`config.mk`:
```
export PLATFORM = sky130hd
export DESIGN_NAME = mem_store_datapath
export DESIGN_NICKNAME = d
export VERILOG_FILES = /design/src/rtl/mem_store_datapath.sv
export SDC_FILE = /design/constraint.sdc
export NUM_CORES = 1
export LEC_CHECK = 0
export CORE_AREA = 3 3 143 145
export CTS_BUF_LIST = sky130_fd_sc_hd__clkbuf_8
export DETAILED_ROUTE_END_ITERATION = 10
export DIE_AREA = 0 0 146 148
export GPL_TIMING_DRIVEN = 0
export PLACE_DENSITY = 0.61
export SLEW_MARGIN = 0
export SYNTH_ARGS = -nofsm -noshare
export SYNTH_HDL_FRONTEND = slang
export SYNTH_SLANG_ARGS = --single-unit
```
`constraint.sdc`:
```
create_clock -name clk -period 2.8 [get_ports clk]
set_clock_uncertainty 0.15 [all_clocks]
set_input_delay 0.28 -clock clk [delete_from_list [all_inputs] [get_ports clk]]
set_output_delay 0.28 -clock clk [all_outputs]
set_load 0.01 [all_outputs]
```
`src/rtl/mem_store_datapath.sv`:
```
// MEM-stage store/load datapath slice: operand forwarding, store lane alignment,
// byte-enable and misalignment generation, and a registered outgoing store request.
module mem_store_datapath #(
   parameter int DW             = 32,
   parameter int ADDR_MASK_BITS = 3
) (
   input  logic          clk,
   input  logic          reset,
   input  logic [DW-1:0] ao_m,
   input  logic [DW-1:0] rt_m,
   input  logic [DW-1:0] wb_data,
   input  logic          fwd_rs,
   input  logic          fwd_rt,
   input  logic          instr_sb,
   input  logic          instr_sh,
   input  logic          instr_sw,
   input  logic          store_req,
   input  logic          lrm_sel,
   input  logic [DW-1:0] mem_rdata,
   output logic [DW-1:0] frs,
   output logic [DW-1:0] frt,
   output logic [DW-1:0] lrm,
   output logic [DW-1:0] st_wdata,
   output logic [3:0]    st_ben,
   output logic          st_misalign,
   output logic [DW-1:0] mem_addr,
   output logic          q_valid,
   output logic [DW-1:0] q_wdata,
   output logic [3:0]    q_ben,
   output logic [DW-1:0] q_addr
);

   logic [1:0]    addr_lo;
   logic [3:0]    lane_ben;
   logic          q_valid_d, q_valid_q;
   logic [DW-1:0] q_wdata_d, q_wdata_q;
   logic [3:0]    q_ben_d, q_ben_q;
   logic [DW-1:0] q_addr_d, q_addr_q;

   always_comb begin
      frs      = fwd_rs ? wb_data : ao_m;
      frt      = fwd_rt ? wb_data : rt_m;
      lrm      = lrm_sel ? mem_rdata : frt;
      mem_addr = {{ADDR_MASK_BITS{1'b0}}, frs[DW-ADDR_MASK_BITS-1:0]};
      addr_lo  = frs[1:0];
   end

   // Size flags are priority-encoded SB > SH > SW; with none set the word passes through unshifted.
   always_comb begin
      st_wdata    = frt;
      lane_ben    = 4'b0000;
      st_misalign = 1'b0;
      if (instr_sb) begin
         st_wdata = {{(DW-8){1'b0}}, frt[7:0]} << {addr_lo, 3'b000};
         lane_ben = 4'b0001 << addr_lo;
      end else if (instr_sh) begin
         st_wdata    = {{(DW-16){1'b0}}, frt[15:0]} << {addr_lo[1], 4'b0000};
         lane_ben    = 4'b0011 << {addr_lo[1], 1'b0};
         st_misalign = addr_lo[0];
      end else if (instr_sw) begin
         lane_ben    = 4'b1111;
         st_misalign = |addr_lo;
      end
      st_ben = (store_req && !st_misalign) ? lane_ben : 4'b0000;
   end

   // Request register: captures only when a store actually enables a lane, otherwise holds.
   always_comb begin
      q_valid_d = store_req & (|st_ben);
      q_wdata_d = q_valid_d ? st_wdata : q_wdata_q;
      q_ben_d   = q_valid_d ? st_ben   : q_ben_q;
      q_addr_d  = q_valid_d ? mem_addr : q_addr_q;
   end

   always_ff @(posedge clk or negedge reset) begin
      if (!reset) begin
         q_valid_q <= 1'b0;
         q_wdata_q <= '0;
         q_ben_q   <= 4'b0000;
         q_addr_q  <= '0;
      end else begin
         q_valid_q <= q_valid_d;
         q_wdata_q <= q_wdata_d;
         q_ben_q   <= q_ben_d;
         q_addr_q  <= q_addr_d;
      end
   end

   assign q_valid = q_valid_q;
   assign q_wdata = q_wdata_q;
   assign q_ben   = q_ben_q;
   assign q_addr  = q_addr_q;

endmodule

```
Word-level counts from Yosys, hierarchy flattened:

Index checks and enable logic that the tools add are counted.

* divide/modulo/power cells: 0
* shift operators: 4
* reduce and logical (&&, ||, !) cells: 4
* order comparisons: 0
* add/sub/neg operators: 0
* bitwise logic cells: 1
* mux-type cells: 12
* multiply operators: 0
* equal/unequal tests: 0

Operators with widths (count)
* $mux W32: 5
* $shl A16 B5 Y32: 1
* $shl A8 B5 Y32: 1
* $mux W4: 4
* $reduce_or A4 Y1: 1
* $shl A1 B2 Y4 const A: 1
* $shl A2 B2 Y4 const A: 1
* $mux W1: 3
* $reduce_or A2 Y1: 1
* $and A1 B1 Y1: 1
* $logic_and A1 B1 Y1: 1
* $logic_not A1 Y1: 1

* word-level logic and storage cells: 25
* bits in read-only memories: 0
* memories kept: 0
* output and inout port bits: 234
* flip-flop bits (word level): 66
* memory bits (writable): 0
* latch bits: 0

Longest topological paths before layout:

* depth after elaboration: 10
* gate-level depth with buffers: 7

Worst setup path before layout:

OpenSTA, ideal clock, no wires.

* kind: in2out
* from: input fwd_rt
* to: output st_wdata[29]
* data arrival time: 1448 ps
* slack: 922 ps
* stages on the path: 5
* cell sequence: buf_2 > buf_2 > mux2_2 > a22oi_1 > nand2_1

RTL lines
* start: declaration: RTL line 13 `input logic fwd_rt,`
* $mux W32: RTL line 42 `frt = fwd_rt ? wb_data : rt_m;`
* via frt[29]: RTL line 21 `output logic [DW-1:0] frt,`
* $mux W32: RTL line 56 `end else if (instr_sh) begin`
* $mux W32: RTL line 53 `if (instr_sb) begin`
* end: declaration: RTL line 23 `output logic [DW-1:0] st_wdata,`

The timed path passes the listed nets, and every way through them passes these cells.

Final worst setup path:

* from: input fwd_rt
* to: output lrm[2]

* word-level cells in the longest chain between the ends: 2

RTL lines
* $mux W32: RTL line 42
* $mux W32: RTL line 43 `lrm = lrm_sel ? mem_rdata : frt;`
* end: declaration: RTL line 22 `output logic [DW-1:0] lrm,`

No other way between the ends.

==> impl_metrics.csv <==
group,metric,value,unit
place,dpl.hpwl,18.9,mm
routing,vias,4842,
timing,maxSlewViolCount,0,
cells_and_area,nFillCells,1871,
synth,synth_edf_count,0,
die,num_io_pins,371,
min_path,hold_class,"in -> async",
die,die_h,148,microns
die,start_util,0.243,
cells_and_area,regArea,0.00165,sq mm
global_routing,grt_pass1_vias,5202,
worst_setup_path,crit_path_end_kind,"output pin",
timing,whs,0.106,ns
timing,slew_headroom,0.538,
status,status,"finished, final reports clean",
timing,finalCritPeriodShare,0.978,
die,coreArea,0.0193,sq mm
routing,postRouteAntennaNets,0,
timing,hold_viol,0,
timing,rsz0062_at_grt,"yes",
synth,yosysSeqAreaShare,0.352,
worst_setup_path,critPathLaunchType,"input pin",
cells_and_area,diodes,0,
die,die_area,0.0216,sq mm
place,globalplace.congestion,0.818,
job,maxCapViolations,0,
global_routing,grt_pass1_wl,34.1,mm
clocking,cts_buffer_depth,2,
worst_setup_path,cp_max_fo,10,
cells_and_area,num-nets-final,946,
synth,yosysMostFrequentCell,"mux2_2",
routing,drc,0,
synth,synth_seq_cells,66,
power,peakVddDrop,0.198,mV
clocking,insertion_delay,0.36,ns
synth,synthCells,420,
global_routing,grt_use_total,0.211,
synth,syn_area_per_cell,11.2,sq um
timing,max_freq,365,MHz
synth,synth-async-reset-ratio,1.00,
place,post-place-ws,-0.767,ns
global_routing,antenna_found_initial,0,
clocking,cts.sinks,66,
clocking,root_buffer,"clkbuf_8",
routing,dr.pass1.iters,4,
die,fp.dieW,146,microns
clocking,cts_buffers,9,
synth,synth_top_area_cell,"dfrtp_1",
timing,setup_slack,0.0605,ns
clocking,path_clk_slew,0.08,ns
synth,synth_area_leaders,"dfrtp_1 (35%), mux2_2 (21%), mux2_4 (14%), buf_4 (5.6%), nand2_1 (2.5%)",
timing,worst_pin_slew,0.693,ns
cells_and_area,layout-drive-gt1-share,0.292,
clocking,cts_tree,"yes",
cells_and_area,syn_to_final_growth,94.5,%
timing,period_needed,2.74,ns
routing,drt_iter0_drc,157,
worst_setup_path,required,2.37,ns
clocking,ctsHtreeMaxLevel,3,
global_routing,grt-ovfl-total,0,
cells_and_area,multi_input_area,0.00266,sq mm
worst_setup_path,path_class,"in -> out",
routing,vias_per_cell,4.49,
synth,synth_cell_types,46,
global_routing,grt_max_degree,66,
cells_and_area,utilization,0.472,
worst_setup_path,cp.arrival,2.31,ns
routing,wl_per_cell,22.0,microns
synth,yosys-top-cells-count,"mux2_2 (86), dfrtp_1 (66), mux2_4 (45)",
synth,synthFlopType,"dfrtp_1",
synth,ys_warn_count,0,
synth,synth_area,0.00469,sq mm
power,cellPowerDensity,464,mW/mm^2
die,num_rows,51,
timing,setup_viol,0,
place,portBuffers,362,
power,p_leak,3.86,nW
synth,yosysTopAreaCellShare,0.352,
routing,wirelength,23.7,mm
-- final timing paths --
path                            start     endpoint  slack (ns)  cells past startpoint
max                            fwd_rt       lrm[2]        0.06                      7
min                             reset     q_ben[0]        0.11                      2
max reg2reg                q_addr[17]   q_addr[17]        1.87                      1
min reg2reg                  q_ben[2]     q_ben[2]        0.33                      1
max in group asynchronous       reset  q_wdata[12]        1.87                      3
min in group clk               fwd_rs    q_addr[0]        0.26                      3
-- routing by layer --
metal	global-route usage	vias up	routed length [microns]
met3	0.0616	29	1870
met5	0	-	0
met2	0.360	236	11500
li1	-	2242	-
met1	0.264	2335	9990
met4	0.0541	0	426
-- per-stage QoR --
stage	TNS (ns)	total power [mW]	std cells	instance area, sq um
final	0	4.23	1079	9130
after global routing	-0.0760	4.44	1079	9130
after CTS	0	4.27	1075	9050
after detailed placement	-40.70	3.21	1053	8690
after global placement	-117.42	3.20	1052	8670
after floorplan	0	2.04	425	4710
-- cells in the final DEF, fill, tap and decap left out, types with 4 or more instances in the layout --
master           synthesis  routed
a21o_1                   4       4
a21oi_1                 23      23
a22oi_1                  6       4
a31oi_1                 14      14
buf_2                    9       5
buf_4                   35      46
buf_6                    2       6
buf_8                    4       4
clkbuf_1                 8       6
clkbuf_8                 0       9
clkdlybuf4s50_1          0     350
conb_1                   1       6
dfrtp_1                 66      66
dlygate4sd2_1            0       8
inv_1                   18      18
mux2_2                  86      86
mux2_4                  45      45
mux2i_1                 10       5
mux2i_2                  1       4
nand2_1                 31      31
o21ai_0                 14      11
o22ai_1                  8       8
-- repair_timing --
item,in CTS,in global routing
setup endpoints to repair,141,32
pin swaps,1,0
hold buffers,1,0
hold endpoints to repair,66,0
buffers inserted,5,4
resized for setup,36,13
-- where the power goes --
part / switching, mW / leakage, nW / internal [mW]
Combinational: 0.806 / 2.95 / 1.18
Sequential: 0.0955 / 0.802 / 1.13
Clock: 0.434 / 0.111 / 0.590
Total: 1.34 / 3.86 / 2.90
-- layout make-up --
type | instances | share of cell area
plain buffers | 59 | 0.0498
flip-flops and latches | 66 | 0.181
well taps | 265 | 0.0363
repair buffers | 373 | 0.407
clock inverters | 7 | 0.0129
inverters | 20 | 0.00850
clock buffers | 9 | 0.0136
multi-input cells | 280 | 0.291
-- kinds of logic after synthesis --
| kind of cell | count (synthesis) | share of synthesized area |
|---|---|---|
| other | 1 | 0.000799 |
| flip-flops | 66 | 0.352 |
| AO/OA/AOI/OAI | 82 | 0.109 |
| buffers and inverters | 79 | 0.107 |
| AND/OR/NAND/NOR | 49 | 0.0523 |
| multiplexers | 143 | 0.379 |
-- sequential cells by signal, indices dropped and copies added (netlist names) --
name	flops
q_valid	1
q_addr	29
q_ben	4
q_wdata	32
-- worst max-delay path, cell delays in order --
cell             delay [ns]
clkdlybuf4s15_2        0.26
buf_6                  0.20
buf_6                  0.23
mux2i_2                0.33
inv_1                  0.17
mux2_2                 0.30
clkdlybuf4s50_1        0.51
Power figures use the tool's default switching activity.
